[config.mk]
export PLATFORM = sky130hd
export DESIGN_NAME = commit_tracker
export DESIGN_NICKNAME = d
export VERILOG_FILES = /design/src/rtl/commit_pkg.sv /design/src/rtl/commit_watchdog.sv /design/src/rtl/commit_tracker.sv
export SDC_FILE = /design/constraint.sdc
export NUM_CORES = 1
export LEC_CHECK = 0
export BUFFER_PORTS_ARGS = -buffer_cell sky130_fd_sc_hd__clkbuf_2
export CAP_MARGIN = 20
export CORE_UTILIZATION = 47
export DETAILED_ROUTE_END_ITERATION = 7
export PLACE_DENSITY = 0.83
export SYNTH_ARGS = -nofsm -noshare
export SYNTH_HDL_FRONTEND = slang
export SYNTH_SLANG_ARGS = --single-unit
[constraint.sdc]
create_clock -name clk -period 2.04 [get_ports clk]
set_clock_uncertainty 0.1 [all_clocks]
set_input_delay 0.306 -clock clk [delete_from_list [all_inputs] [get_ports clk]]
set_output_delay 0.306 -clock clk [all_outputs]
set_load 0.01 [all_outputs]
[src/rtl/commit_pkg.sv]
// Shared types and constants for the writeback commit tracker.
// Imported by commit_tracker and commit_watchdog.
package commit_pkg;

    typedef enum logic [1:0] {
        StRun,
        StHaltEbreak,
        StHaltInvalid,
        StHaltHang
    } commit_state_e;

    typedef struct packed {
        logic [31:0] inst;
        logic [63:0] dnpc;
        logic        kill;
        logic        invalid;
    } commit_rec_t;

    localparam logic [1:0] PC_ALIGN_MASK = 2'b11;

    function automatic logic pc_misaligned(input logic [63:0] pc);
        return (pc[1:0] & PC_ALIGN_MASK) != 2'b00;
    endfunction

endpackage

[src/rtl/commit_watchdog.sv]
// Commit-starvation watchdog: counts RUN cycles without a commit and flags
// expiry on the cycle that would reach WDOG_LIMIT idle cycles.
module commit_watchdog
    import commit_pkg::*;
#(
    parameter int unsigned WDOG_LIMIT = 32'd100000
) (
    input  logic clk,
    input  logic rst_n,
    input  logic tick,
    input  logic clear,
    output logic expire
);

    localparam logic [31:0] LastCount = 32'(WDOG_LIMIT - 1);

    logic [31:0] count_q;
    logic [31:0] count_d;

    // A commit in the expiring cycle wins, so clear masks expiry.
    assign expire = tick && !clear && (count_q == LastCount);

    always_comb begin
        count_d = count_q;
        if (clear) begin
            count_d = '0;
        end else if (tick) begin
            count_d = count_q + 32'd1;
        end
    end

    always_ff @(posedge clk or negedge rst_n) begin
        if (!rst_n) begin
            count_q <= '0;
        end else begin
            count_q <= count_d;
        end
    end

endmodule

[src/rtl/commit_tracker.sv]
// Retirement tracker at the end of writeback: emits one registered trace record
// per commit, halts on ebreak / invalid / starvation, and counts commits and cycles.
module commit_tracker
    import commit_pkg::*;
#(
    parameter int unsigned WDOG_LIMIT = 32'd100000
) (
    input  logic        clk,
    input  logic        rst_n,
    input  logic        wb_valid,
    output logic        wb_ready,
    input  logic [31:0] wb_inst,
    input  logic [63:0] wb_next_pc,
    input  logic        wb_ebreak,
    input  logic        wb_illegal,
    output logic [31:0] inst,
    output logic [63:0] dnpc,
    output logic        kill,
    output logic        invalid,
    output logic        en,
    output logic        halted,
    output logic        hang,
    output logic [63:0] retired_count,
    output logic [63:0] cycle_count
);

    commit_state_e state_q, state_d;
    commit_rec_t   rec_q, rec_d;
    logic          en_q, en_d;
    logic [63:0]   retired_q, retired_d;
    logic [63:0]   cycle_q, cycle_d;

    logic in_run;
    logic commit;
    logic wdog_expire;
    logic bad_commit;

    assign in_run     = (state_q == StRun);
    assign wb_ready   = in_run;
    assign commit     = wb_valid && in_run;
    assign bad_commit = wb_illegal || pc_misaligned(wb_next_pc);

    commit_watchdog #(
        .WDOG_LIMIT(WDOG_LIMIT)
    ) u_watchdog (
        .clk   (clk),
        .rst_n (rst_n),
        .tick  (in_run),
        .clear (commit),
        .expire(wdog_expire)
    );

    always_comb begin
        state_d   = state_q;
        rec_d     = rec_q;
        en_d      = 1'b0;
        retired_d = retired_q;
        cycle_d   = cycle_q;

        if (in_run) begin
            cycle_d = cycle_q + 64'd1;
            if (commit) begin
                en_d         = 1'b1;
                retired_d    = retired_q + 64'd1;
                rec_d.inst   = wb_inst;
                rec_d.dnpc   = wb_next_pc;
                rec_d.kill   = 1'b0;
                rec_d.invalid = 1'b0;
                // Invalid outranks ebreak.
                if (bad_commit) begin
                    rec_d.invalid = 1'b1;
                    state_d       = StHaltInvalid;
                end else if (wb_ebreak) begin
                    rec_d.kill = 1'b1;
                    state_d    = StHaltEbreak;
                end
            end else if (wdog_expire) begin
                state_d = StHaltHang;
            end
        end
    end

    always_ff @(posedge clk or negedge rst_n) begin
        if (!rst_n) begin
            state_q   <= StRun;
            rec_q     <= '0;
            en_q      <= 1'b0;
            retired_q <= '0;
            cycle_q   <= '0;
        end else begin
            state_q   <= state_d;
            rec_q     <= rec_d;
            en_q      <= en_d;
            retired_q <= retired_d;
            cycle_q   <= cycle_d;
        end
    end

    assign inst          = rec_q.inst;
    assign dnpc          = rec_q.dnpc;
    assign kill          = rec_q.kill;
    assign invalid       = rec_q.invalid;
    assign en            = en_q;
    assign halted        = !in_run;
    assign hang          = (state_q == StHaltHang);
    assign retired_count = retired_q;
    assign cycle_count   = cycle_q;

endmodule

# After elaboration in Yosys (flattened, before gate mapping)
# Index checks and enable logic that the tools add are counted.
[classes]
n_reduce_logical = 12
n_mux = 11
n_eq_ne = 3
addsub = 3
[ops]
columns = ["op", "count"]
rows = [
  ["$add A64 B1 Y64 const B", 2],
  ["$mux W32", 2],
  ["$add A32 B1 Y32 const B", 1],
  ["$eq A32 B17 Y1 const B", 1],
  ["$mux W2", 4],
  ["$reduce_bool A2 Y1", 3],
  ["$mux W1", 5],
  ["$logic_and A1 B1 Y1", 3],
  ["$ne A3 B3 Y1 const B", 1],
  ["$reduce_and A3 Y1", 1],
  ["$eq A2 B2 Y1 const B", 1],
  ["$logic_not A1 Y1", 2],
  ["$logic_not A2 Y1", 1],
  ["$reduce_and A2 Y1", 1],
  ["$logic_or A1 B1 Y1", 1],
]
[totals]
regBits = 261
wordCells = 38
out_inout_bits = 230
inputBits = 101

# Depth between registers and ports, before layout
# Gate-level depths: netlist of the first run.
[logic_depth]
word_depth = 7
ltp_mapped = 8
depth_no_buf = 6

# Cells and area by module
# A second synthesis of the first run with hierarchy kept.
[unflattened]
hier_cells = 1140
area_unflattened_um2 = 11363.4
[by_module_without_submodules]
columns = ["module", "area_per_inst_um2", "seq_area_each_um2", "cells_per_inst", "instances"]
rows = [
  ["commit_tracker", 9618.0, 5730.5, 951, 1],
  ["commit_watchdog", 1745.4, 800.8, 189, 1],
]

# Least setup slack after synthesis of the first run
# OpenSTA, ideal clock, no wires.
[synth_timing]
path_kind = "register -> register"
startpoint = "register retired_q[39], in the netlist retired_count[39]"
endpoint = "register retired_q[55], in the netlist retired_count[55]"
arrival_ps = 1980
stages_incl_launch_ff = 7
period_less_slack_ps = 2159
slack_ps = -119
n_path_buf = 1
setup_time_ps = 79
required_time_ps = 1861
cell_sequence = "dfrtp_1 nand3_2 or4_1 or4_4 buf_6 nor3_2 xor2_1"
[synth_via]
elab_chain_cells = 1
[synth_rtl]
columns = ["item", "line_no", "rtl"]
rows = [
  ["start, declared", "commit_tracker.sv:30", "logic [63:0] retired_q, retired_d;"],
  ["start signal, assigned", "commit_tracker.sv:94", "retired_q <= retired_d;"],
  ["$add A64 B1 Y64", "commit_tracker.sv:64", "retired_d = retired_q + 64'd1;"],
]
# Every way passes these cells.
# A chain may end at the register's enable or synchronous reset.

# Final worst setup path of the first run
[layout_timing]
startpoint = "register retired_q[34], in the netlist retired_count[34]"
endpoint = "register retired_q[57], in the netlist retired_count[57]"
# Same word-level chain as after synthesis.

==> key figures, run 1 <==
Status
  – Run status: complete, but fails checks
  – Violations in the final reports: setup timing

Final layout
  – Area of all placed cells without fillers: 0.0174 mm²
  – Layout cells sized above 1: 0.352
  – Net count, final: 1854
  – Area grow syn2layout: 51.2%
  – FF/Latch Area: 0.00654 mm²
  – Multi-input combinational cell area: 0.00532 mm²
  – Filler-free cell count of the finished design: 2089
  – Number of fill cells: 1486

Synthesis
  – YS warnings: 0
  – Post-synth EDFFs: 0
  – Register bit total from synthesis: 261
  – Count of unique library cells instantiated by Yosys: 48
  – Biggest area consumer among synthesized cells: sky130_fd_sc_hd__dfrtp_1
  – Fraction of the yosys area taken by sequential cells: 0.566
  – Synthesized area per cell: 9.78 µm²
  – Cells after synthesis: 1179
  – Largest cells by area after synthesis: sky130_fd_sc_hd__dfrtp_1 (57%), sky130_fd_sc_hd__nand2_1 (12%), sky130_fd_sc_hd__xnor2_1 (5.7%)
  – Most common library cells after synthesis: sky130_fd_sc_hd__nand2_1 (362), sky130_fd_sc_hd__dfrtp_1 (261), sky130_fd_sc_hd__xnor2_1 (75), sky130_fd_sc_hd__xor2_1 (75), sky130_fd_sc_hd__nor2_1 (65)
  – Post-synthesis instance area: 0.0115 mm²
  – Fraction of synthesis flops using an asynchronous set or reset pin: 1.00
  – Area share of the largest cell type after synthesis: 0.566
  – Flip-flop cell with the highest count after synthesis: sky130_fd_sc_hd__dfrtp_1
  – Total nets after synthesis: 1283
  – Count leader, synth: sky130_fd_sc_hd__nand2_1

Drt
  – First-pass DRT Iterations: 5
  – Average vias per placed instance: 5.52
  – Overall via count from detail_route: 11500
  – WL/cell: 19.0 µm
  – Final wirelength: 39.6 mm
  – DRT iter0 DRCs: 930
  – Number of nets with antenna violations after routing: 0
  – Remaining design rule violation count: 0

CTS
  – Cell chosen for the clock root: sky130_fd_sc_hd__clkbuf_16
  – Register clock-pin slew on the reported worst setup and hold paths: 0.07 ns
  – Number of buffers created by CTS: 27
  – Deepest clock path buffer count: 3
  – Total clock sinks: 261
  – H-tree Lvls: 1
  – Clock latency on the worst-skew pair: 0.54 ns
  – TritonCTS clock tree: done

Worst setup path
  – WP data required: 2.39 ns
  – Delay-heaviest family, CP: simple AND/OR/NAND/NOR gates
  – Critical path capture point type: register
  – RR Startpoint: retired_count[34]
  – Ordered cell list for the critical path: nand4_1 > or4_4 > or4_4 > buf_4 > nor4_4 > xor2_1
  – Cell depth of the worst flop-to-flop path: 6
  – Register-to-register setup slack: -0.22 ns
  – Critical setup path kind: register to register
  – Reg-to-Reg End: retired_count[57]
  – Peak per-stage delay on the critical path: 0.52 ns
  – Critical path startpoint category: register
  – Most common cell type on the critical path: sky130_fd_sc_hd__or4_4
  – Critical-path maximum fanout: 5
  – Crit-path slowest cell: sky130_fd_sc_hd__or4_4
  – Critical Path AT: 2.60 ns
  – Crit path buf inv count: 1

STA
  – Crit share post-route: 1.11
  – Number of hold violations in the final report: 0
  – Tightest slew margin relative to the limit: 0.658
  – Slew at the pin closest to its max-slew limit: 0.509 ns
  – Fmax: 443 MHz
  – Pins Over Slew Limit: 0
  – Setup repair after global routing missed its margin: yes
  – Final setup viols: 31
  – Final worst path period need: 2.26 ns
  – Worst Setup Slack, final: -0.217 ns
  – Total Negative Setup Slacks: -3.05 ns

Worst hold path
  – Instance count along the most critical hold path: 4
  – Min-delay src: wb_illegal
  – Path category of the worst min-delay check: input pin to register
  – Worst-case hold path end point: kill

Place
  – Weighted congestion reported at the end of routability-driven placement: 0.896
  – Placed Area: 0.0144 mm²
  – DP Wirelength: 22.8 mm
  – Post-placement cell count: 1901
  – I/O Buffers: 330
  – Worst setup slack before clock tree synthesis: -0.125 ns

Pwr
  – Post-route total power: 16.3 mW
  – Logic gate share of total power: 0.233
  – Cell Pwr Density: 937 mW/mm²
  – NetSw: 5.13 mW
  – Internal power: 11.2 mW
  – Flop pwr share: 0.433
  – Cell leakage power: 9.20 nW
  – Clock Power Share: 0.334
  – Switching share of power: 0.314
  – VDD IR max: 0.000813 V

Die
  – Placeable Area: 0.0238 mm²
  – Die footprint: 0.0252 mm²
  – Die Wd: 159 µm
  – Chip Height: 159 µm
  – I/O Pins: 331
  – Rows: 56
  – Effective utilization at floorplan: 0.485

Global route
  – Remaining global-route overflow: 0
  – Aggregate global-route resource usage: 0.283
  – Pin count of the biggest net entering global routing: 82
  – Via count of the first global-routing pass: 11300
  – Number of antenna violations at the first check in global routing: 0
  – Global-route wire length before repair: 56.0 mm

Flow run
  – Number of max-cap violations: 0
==> kinds of logic (layout without fill, tap and decap cells) <==
group	count (synthesis)	after routing	synth area share
xor+xnor	150	150	0.114
buf+inv	58	647	0.0204
simple gates	687	688	0.285
mux	1	1	0.000977
fa+ha+maj	3	3	0.00326
flops	261	261	0.566
other cells	0	1	0
compound gates	19	19	0.00966
==> registers in the layout, indices dropped and copies added, names as in the netlist <==
register / flops
u_watchdog.count_q: 32
kill: 1
dnpc: 64
state_q: 2
inst: 32
retired_count: 64
invalid: 1
en: 1
cycle_count: 64
==> power by group through the flow <==
stage	clock, mW	combinational [mW]	sequential (mW)
after floorplan	0	1.05	7.43
after global placement	0	3.21	6.98
after detailed placement	0	3.33	7.00
after CTS	5.44	3.52	6.97
after global routing	5.69	4.15	7.18
final	5.46	3.80	7.08
==> cell usage in the layout (no fill, tap or decap), drive strengths merged, types with 2 or more instances in the layout <==
cell type and n:
nand3b 3, inv 21, nand2 364, nand4 51, clkbuf 368, and2 10
xnor2 75, nor4 40, a21oi 2, and4 10, or3 6, bufinv 6
nand3 58, nor4b 4, clkinv 4, buf 150, or2 3, nor3 47
dfrtp 261, a31oi 3, o21ai 10, and3 17, xor2 75, or4 3
nor2 66, ha 3, dlygate4sd3 98
==> per-stage QoR <==
step / hold slack (ns) / util
3_3_place_gp: 0.189 / 0.607
2_1_floorplan: -0.0896 / -
6_report: 0.0301 / 0.734
3_5_place_dp: 0.188 / 0.607
5_1_grt: 0.0539 / 0.734
4_1_cts: 0.00800 / 0.700
==> what timing repair did <==
item                                    4_1_cts  5_1_grt
hold endpoints to repair                    148        0
hold buffers                                 98        0
gates cloned                                  0        8
pin swaps                                    16       50
endpoints found under the setup margin       23      128
resized for setup                            24      108
buffers inserted                             15       21
==> worst max path at each step <==
stage	startpoint	to	slack (ns)	cells after the start
after floorplan	retired_count[36]	retired_count[55]	-0.10	6
after global placement	retired_count[32]	retired_count[61]	-0.11	5
after detailed placement	retired_count[32]	retired_count[61]	-0.12	5
after CTS	retired_count[36]	retired_count[55]	-0.11	6
after global routing	retired_count[30]	retired_count[47]	-0.31	7
final	retired_count[34]	retired_count[57]	-0.22	6
==> area by class of cell <==
class / instances / share of cell area
Clock buffer: 36 / 0.0424
Clock inverter: 12 / 0.0131
Multi-Input combinational cell: 861 / 0.305
Antenna cell: 1 / 0.000144
Inverter: 19 / 0.00495
Tap cell: 319 / 0.0229
Sequential cell: 261 / 0.375
Timing Repair Buffer: 580 / 0.237
==> tightest hold or removal path, delay by kind of cell <==
kind	cells	cell delay, ns
AO/OA/AOI/OAI	1	0.06
buffers and inverters	1	0.09
AND/OR/NAND/NOR	2	0.16
==> routing by layer <==
layer  vias up  share of wire  GRT usage
met1      5622           0.38      0.342
met2       657           0.50      0.494
met3       162          0.074     0.0539
met4         0          0.044      0.118
met5         -              0          0
li1       5091              -          -
Note: power is estimated with default switching activity, not from simulation.
==> inputs of run 2 (changes only) <==
BUFFER_PORTS_ARGS = -buffer_cell sky130_fd_sc_hd__buf_2   (was -buffer_cell sky130_fd_sc_hd__clkbuf_2)
==> run 2 against run 1 <==
  * Global-route usage decreased by 0.33 points
  * Via count down 1.9%
  * The flow still finishes with violations (setup timing)
  * First-iteration DRC count increased by 16%
  * Largest power group unchanged
  * Combinational power is 3% lower
==> key figures, run 2 (synthesis gave the netlist of run 1 again) <==
Worst hold path
  – Min-delay src: wb_illegal (unchanged)
  – Worst-case hold path end point: kill (unchanged)
  – Path category of the worst min-delay check: input pin to register (unchanged)
  – Instance count along the most critical hold path: 5 (was 4)

Final layout
  – Final core occ: 0.721 (was 0.734)
  – Commonest non-fill, non-tap cell in the layout: sky130_fd_sc_hd__nand2_1 (unchanged)
  – Layout cells sized above 1: 0.343 (was 0.352)
  – Net count, final: 1844 (was 1854)
  – Area of all placed cells without fillers: 0.0171 mm² (was 0.0174 mm²)
  – Area grow syn2layout: 48.6% (was 51.2%)
  – Commonest cells after routing, fill and taps aside: sky130_fd_sc_hd__nand2_1 (360), sky130_fd_sc_hd__buf_2 (330), sky130_fd_sc_hd__dfrtp_1 (258), sky130_fd_sc_hd__buf_4 (119), sky130_fd_sc_hd__dlygate4sd3_1 (98) (was sky130_fd_sc_hd__nand2_1 (361), sky130_fd_sc_hd__clkbuf_2 (327), sky130_fd_sc_hd__dfrtp_1 (257), sky130_fd_sc_hd__buf_4 (117), sky130_fd_sc_hd__dlygate4sd3_1 (98))

Pwr
  – VDD IR max: 0.000910 V (was 0.000813 V)
  – Clock Power Share: 0.334 (about the same)
  – Cell Pwr Density: 937 mW/mm² (about the same)
  – Switching share of power: 0.307 (was 0.314)
  – Cell leakage power: 9.11 nW (was 9.20 nW)
  – Internal power: 11.1 mW (was 11.2 mW)
  – NetSw: 4.93 mW (was 5.13 mW)
  – Flop pwr share: 0.437 (was 0.433)
  – Logic gate share of total power: 0.229 (was 0.233)

Place
  – DP Wirelength: 22.7 mm (was 22.8 mm)
  – Placed Area: 0.0144 mm² (about the same)
  – I/O Buffers: 330 (unchanged)
  – Weighted congestion reported at the end of routability-driven placement: 0.879 (was 0.896)

Status
  – Violations in the final reports: setup timing (unchanged)
  – Run status: complete, but fails checks (unchanged)

Drt
  – Average vias per placed instance: 5.44 (was 5.52)
  – Overall via count from detail_route: 11300 (was 11500)
  – Remaining design rule violation count: 0 (unchanged)
  – Final wirelength: 37.4 mm (was 39.6 mm)
  – WL/cell: 18.0 µm (was 19.0 µm)
  – First-pass DRT Iterations: 5 (unchanged)
  – DRT iter0 DRCs: 1075 (was 930)
  – Number of nets with antenna violations after routing: 0 (unchanged)

Die
  – I/O Pins: 331 (unchanged)
  – Chip Height: 159 µm (unchanged)
  – Die footprint: 0.0252 mm² (unchanged)
  – Effective utilization at floorplan: 0.485 (unchanged)
  – Rows: 56 (unchanged)
  – Die Wd: 159 µm (unchanged)
  – Placeable Area: 0.0238 mm² (unchanged)

Worst setup path
  – Critical path capture point type: register (unchanged)
  – Cell depth of the worst flop-to-flop path: 7 (was 6)
  – WP data required: 2.38 ns (was 2.39 ns)
  – Critical-path maximum fanout: 4 (was 5)
  – Critical Path AT: 2.66 ns (was 2.60 ns)
  – Critical setup path kind: register to register (unchanged)
  – RR Startpoint: state_q[0] (was retired_count[34])
  – Critical path startpoint category: register (unchanged)
  – Reg-to-Reg End: cycle_count[55] (was retired_count[57])
  – Register-to-register setup slack: -0.28 ns (was -0.22 ns)

STA
  – Tightest slew margin relative to the limit: 0.674 (was 0.658)
  – Final setup viols: 19 (was 31)
  – Worst Setup Slack, final: -0.279 ns (was -0.217 ns)
  – Crit share post-route: 1.14 (was 1.11)
  – Number of hold violations in the final report: 0 (unchanged)
  – Fmax: 431 MHz (was 443 MHz)
  – Setup repair after global routing missed its margin: yes (unchanged)
  – Slew at the pin closest to its max-slew limit: 0.489 ns (was 0.509 ns)
  – Tightest hold margin: 0.107 ns (was 0.0301 ns)
  – Pins Over Slew Limit: 0 (unchanged)
  – Final worst path period need: 2.32 ns (was 2.26 ns)

Global route
  – Remaining global-route overflow: 0 (unchanged)
  – Via count of the first global-routing pass: 11200 (was 11300)
  – Number of antenna violations at the first check in global routing: 0 (unchanged)
  – Pin count of the biggest net entering global routing: 74 (was 82)
  – Aggregate global-route resource usage: 0.280 (was 0.283)
  – Global-route wire length before repair: 55.5 mm (was 56.0 mm)

CTS
  – Deepest clock path buffer count: 3 (unchanged)
  – Cell chosen for the clock root: sky130_fd_sc_hd__clkbuf_16 (unchanged)
  – Total clock sinks: 261 (unchanged)
  – Register clock-pin slew on the reported worst setup and hold paths: 0.06 ns (was 0.07 ns)
  – TritonCTS clock tree: done (unchanged)
  – Number of buffers created by CTS: 28 (was 27)
  – Clock latency on the worst-skew pair: 0.54 ns (about the same)
  – H-tree Lvls: 1 (unchanged)

Flow run
  – Number of max-cap violations: 0 (unchanged)
==> run 2: metal layers <==
metal,track usage,share of wire
met1,0.330,0.38
met2,0.486,0.50
met3,0.0648,0.078
met4,0.120,0.042
met5,0,0
==> run 2: power by group through the flow <==
stage	Combinational (mW)	Sequential [mW]	Clock, mW
global placement	3.24	6.94	0
global route	4.02	7.12	5.61
floorplan	1.05	7.43	0
CTS	3.52	6.93	5.40
finish	3.68	7.01	5.37
detailed placement	3.36	6.96	0
==> run 2: worst max-delay path by stage <==
stage	startpoint	endpoint	slack [ns]	cells after the start
6_report	state_q[0]	cycle_count[55]	-0.28	7
5_1_grt	retired_count[31]	retired_count[50]	-0.35	5
4_1_cts	retired_count[32]	retired_count[61]	-0.12	5
3_5_place_dp	state_q[1]	cycle_count[55]	-0.18	6
3_3_place_gp	retired_count[32]	retired_count[61]	-0.1	5
2_1_floorplan	retired_count[36]	retired_count[55]	-0.10	6
==> run 2: area by class of cell <==
class / count / area (µm²)
tap: 319 / 399
inverter: 19 / 76.3
timing repair buffer: 568 / 3840
sequential: 261 / 6540
clock inverter: 9 / 176
antenna: 1 / 2.50
multi-input combinational: 862 / 5310
clock buffer: 40 / 787
fill: 1531 / 6620
==> run 2: metrics by stage <==
stage / setup TNS, ns / total power [mW] / cells / setup WS (ns)
3_5_place_dp: -1.62 / 10.3 / 1902 / -0.177
4_1_cts: -1.20 / 15.9 / 2060 / -0.124
2_1_floorplan: -0.745 / 8.48 / 1179 / -0.104
3_3_place_gp: -0.277 / 10.2 / 1902 / -0.0969
5_1_grt: -5.18 / 16.7 / 2078 / -0.354
6_report: -3.15 / 16.1 / 2079 / -0.279
==> run 2: what timing repair did <==
item | 4_1_cts | 5_1_grt
gates resized for setup | 32 | 75
hold endpoints to repair | 148 | 0
pin swaps | 18 | 40
hold buffers | 98 | 0
cloned | 2 | 1
setup buffers | 9 | 17
endpoints found under the setup margin | 35 | 75
==> run 2: worst max-delay path, cell delays in order, from the launching register on <==
cell	delay (ns)
sky130_fd_sc_hd__dfrtp_2	0.45
sky130_fd_sc_hd__nor4bb_2	0.34
sky130_fd_sc_hd__buf_4	0.19
sky130_fd_sc_hd__and4b_2	0.29
sky130_fd_sc_hd__nand4_1	0.27
sky130_fd_sc_hd__buf_4	0.25
sky130_fd_sc_hd__nor3_4	0.12
sky130_fd_sc_hd__xor2_1	0.22
==> inputs of run 3 (changes only) <==
RECOVER_POWER = 100   (was not set)
==> run 3 against run 2 <==
  * The run still ends with setup timing left
  * Final area down 1.4%
  * Core utilization down 1.0 points
  * Count of clock-buffer cells in the layout unchanged
  * Flip-flop and latch count unchanged
  * Total power down 1.5%
  * Combinational power down 7.6%
  * Final cell count about the same
  * Critical path type unchanged
  * First-iteration DRC count down 11%
  * Register-to-register slack about the same
  * Global-route usage unchanged
  * Die area unchanged
==> key figures, run 3 (synthesis gave the netlist of run 1 again) <==
Drt
  – Remaining design rule violation count: 0 (unchanged)
  – Number of nets with antenna violations after routing: 0 (unchanged)
  – DRT iter0 DRCs: 962 (was 1075)
  – First-pass DRT Iterations: 5 (unchanged)
  – Overall via count from detail_route: 11300 (about the same)
  – Average vias per placed instance: 5.44 (about the same)
  – Final wirelength: 37.3 mm (was 37.4 mm)
  – WL/cell: 17.9 µm (was 18.0 µm)

Worst setup path
  – Critical path launch point: state_q[0] (unchanged)
  – Critical-path maximum fanout: 4 (unchanged)
  – Critical Path AT: 2.66 ns (about the same)
  – Critical path capture point type: register (unchanged)
  – WP data required: 2.38 ns (about the same)
  – Critical setup path kind: register to register (unchanged)
  – Critical path startpoint category: register (unchanged)
  – RR Startpoint: state_q[0] (unchanged)

Final layout
  – Final antenna diode count: 0 (was 1)
  – Commonest cells after routing, fill and taps aside: sky130_fd_sc_hd__nand2_1 (360), sky130_fd_sc_hd__dfrtp_1 (258), sky130_fd_sc_hd__clkbuf_1 (171), sky130_fd_sc_hd__buf_2 (171), sky130_fd_sc_hd__buf_4 (119) (was sky130_fd_sc_hd__nand2_1 (360), sky130_fd_sc_hd__buf_2 (330), sky130_fd_sc_hd__dfrtp_1 (258), sky130_fd_sc_hd__buf_4 (119), sky130_fd_sc_hd__dlygate4sd3_1 (98))
  – Commonest non-fill, non-tap cell in the layout: sky130_fd_sc_hd__nand2_1 (unchanged)
  – Area of all placed cells without fillers: 0.0169 mm² (was 0.0171 mm²)
  – Net count, final: 1844 (unchanged)
  – Layout cells sized above 1: 0.251 (was 0.343)
  – Area grow syn2layout: 46.5% (was 48.6%)

STA
  – Final setup viols: 21 (was 19)
  – Tightest hold margin: 0.112 ns (was 0.107 ns)
  – Worst Setup Slack, final: -0.279 ns (about the same)
  – Pins Over Slew Limit: 0 (unchanged)
  – Crit share post-route: 1.14 (about the same)
  – Slew at the pin closest to its max-slew limit: 1.42 ns (was 0.489 ns)
  – Final worst path period need: 2.32 ns (about the same)
  – Total Negative Setup Slacks: -3.35 ns (was -3.15 ns)
  – Fmax: 431 MHz (about the same)
  – Number of hold violations in the final report: 0 (unchanged)
  – Tightest slew margin relative to the limit: 0.0545 (was 0.674)
  – Setup repair after global routing missed its margin: yes (unchanged)

Worst hold path
  – Path category of the worst min-delay check: input pin to register (unchanged)
  – Min-delay src: wb_illegal (unchanged)

CTS
  – TritonCTS clock tree: done (unchanged)
  – Register clock-pin slew on the reported worst setup and hold paths: 0.06 ns (about the same)
  – Number of buffers created by CTS: 28 (unchanged)
  – H-tree Lvls: 1 (unchanged)
  – Cell chosen for the clock root: sky130_fd_sc_hd__clkbuf_16 (unchanged)
  – Total clock sinks: 261 (unchanged)
  – Clock latency on the worst-skew pair: 0.54 ns (about the same)
  – Deepest clock path buffer count: 3 (unchanged)

Global route
  – Global-route wire length before repair: 55.5 mm (unchanged)
  – Aggregate global-route resource usage: 0.280 (unchanged)
  – Pin count of the biggest net entering global routing: 74 (unchanged)
  – Number of antenna violations at the first check in global routing: 0 (unchanged)
  – Via count of the first global-routing pass: 11200 (unchanged)
  – Remaining global-route overflow: 0 (unchanged)

Die
  – Effective utilization at floorplan: 0.485 (unchanged)
  – Chip Height: 159 µm (unchanged)
  – I/O Pins: 331 (unchanged)
  – Die footprint: 0.0252 mm² (unchanged)
  – Rows: 56 (unchanged)
  – Die Wd: 159 µm (unchanged)
  – Placeable Area: 0.0238 mm² (unchanged)

Status
  – Run status: complete, but fails checks (unchanged)
  – Violations in the final reports: setup timing (unchanged)

Flow run
  – Number of max-cap violations: 0 (unchanged)

Place
  – DP Wirelength: 22.7 mm (unchanged)
  – I/O Buffers: 330 (unchanged)
  – Weighted congestion reported at the end of routability-driven placement: 0.879 (unchanged)
  – Placed Area: 0.0144 mm² (unchanged)

Pwr
  – Clock Power Share: 0.340 (was 0.334)
  – Cell leakage power: 8.51 nW (was 9.11 nW)
  – Flop pwr share: 0.445 (was 0.437)
  – Cell Pwr Density: 936 mW/mm² (was 937 mW/mm²)
  – Switching share of power: 0.313 (was 0.307)
  – Logic gate share of total power: 0.215 (was 0.229)
  – VDD IR max: 0.000891 V (was 0.000910 V)
  – NetSw: 4.95 mW (was 4.93 mW)
  – Internal power: 10.9 mW (was 11.1 mW)
-- run 3: worst paths after layout --
| kind | endpoint | cells after the start | slack, ns |
|---|---|---|---|
| max | cycle_count[55] | 7 | -0.28 |
| min | kill | 5 | 0.11 |
| max reg2reg | cycle_count[55] | 7 | -0.28 |
| min reg2reg | inst[13] | 2 | 0.37 |
| max in group asynchronous | state_q[0] | 3 | 0.27 |
| min in group asynchronous | retired_count[62] | 2 | 0.55 |
-- run 3: what timing repair did --
item,in CTS,in global routing
hold buffers,98,0
cloned,2,1
pin swaps,18,40
gates resized for setup,32,75
endpoints found under the hold margin,148,0
setup buffers,9,17
endpoints found under the setup margin,35,75
-- run 3: power groups by stage --
stage	combinational (mW)	clock [mW]	sequential, mW
2_1_floorplan	1.05	0	7.43
3_3_place_gp	3.24	0	6.94
3_5_place_dp	3.36	0	6.96
4_1_cts	3.52	5.40	6.93
5_1_grt	3.75	5.61	7.14
6_report	3.40	5.37	7.03
-- run 3: area by class of cell --
| class | count | area (µm²) |
|---|---|---|
| well taps | 319 | 399 |
| flip-flops and latches | 261 | 6540 |
| clock inverters | 9 | 176 |
| clock buffers | 40 | 787 |
| multi-input cells | 862 | 5310 |
| fillers | 1653 | 6860 |
| repair buffers | 568 | 3600 |
| inverters | 19 | 76.3 |
-- run 3: layer usage --
metal  vias to the layer above  GRT usage  routed length (µm)
met2                       570      0.486               18600
met1                      5524      0.330               14100
met4                         0      0.120                1660
li1                       5062          -                   -
met5                         -          0                   0
met3                       140     0.0648                2900
-- run 3: stage by stage --
step / total power [mW] / util / cells / worst slack [ns]
finish: 15.8 / 0.711 / 2078 / -0.279
global route: 16.5 / 0.711 / 2078 / -0.354
CTS: 15.9 / 0.698 / 2060 / -0.124
detailed placement: 10.3 / 0.606 / 1902 / -0.177
global placement: 10.2 / 0.606 / 1902 / -0.0969
floorplan: 8.48 / - / 1179 / -0.104
-- run 3: critical path, cell delays in order, from the launching register on --
cell,delay [ns]
sky130_fd_sc_hd__dfrtp_2,0.45
sky130_fd_sc_hd__nor4bb_2,0.34
sky130_fd_sc_hd__buf_4,0.19
sky130_fd_sc_hd__and4b_2,0.29
sky130_fd_sc_hd__nand4_1,0.27
sky130_fd_sc_hd__buf_4,0.25
sky130_fd_sc_hd__nor3_4,0.12
sky130_fd_sc_hd__xor2_1,0.22
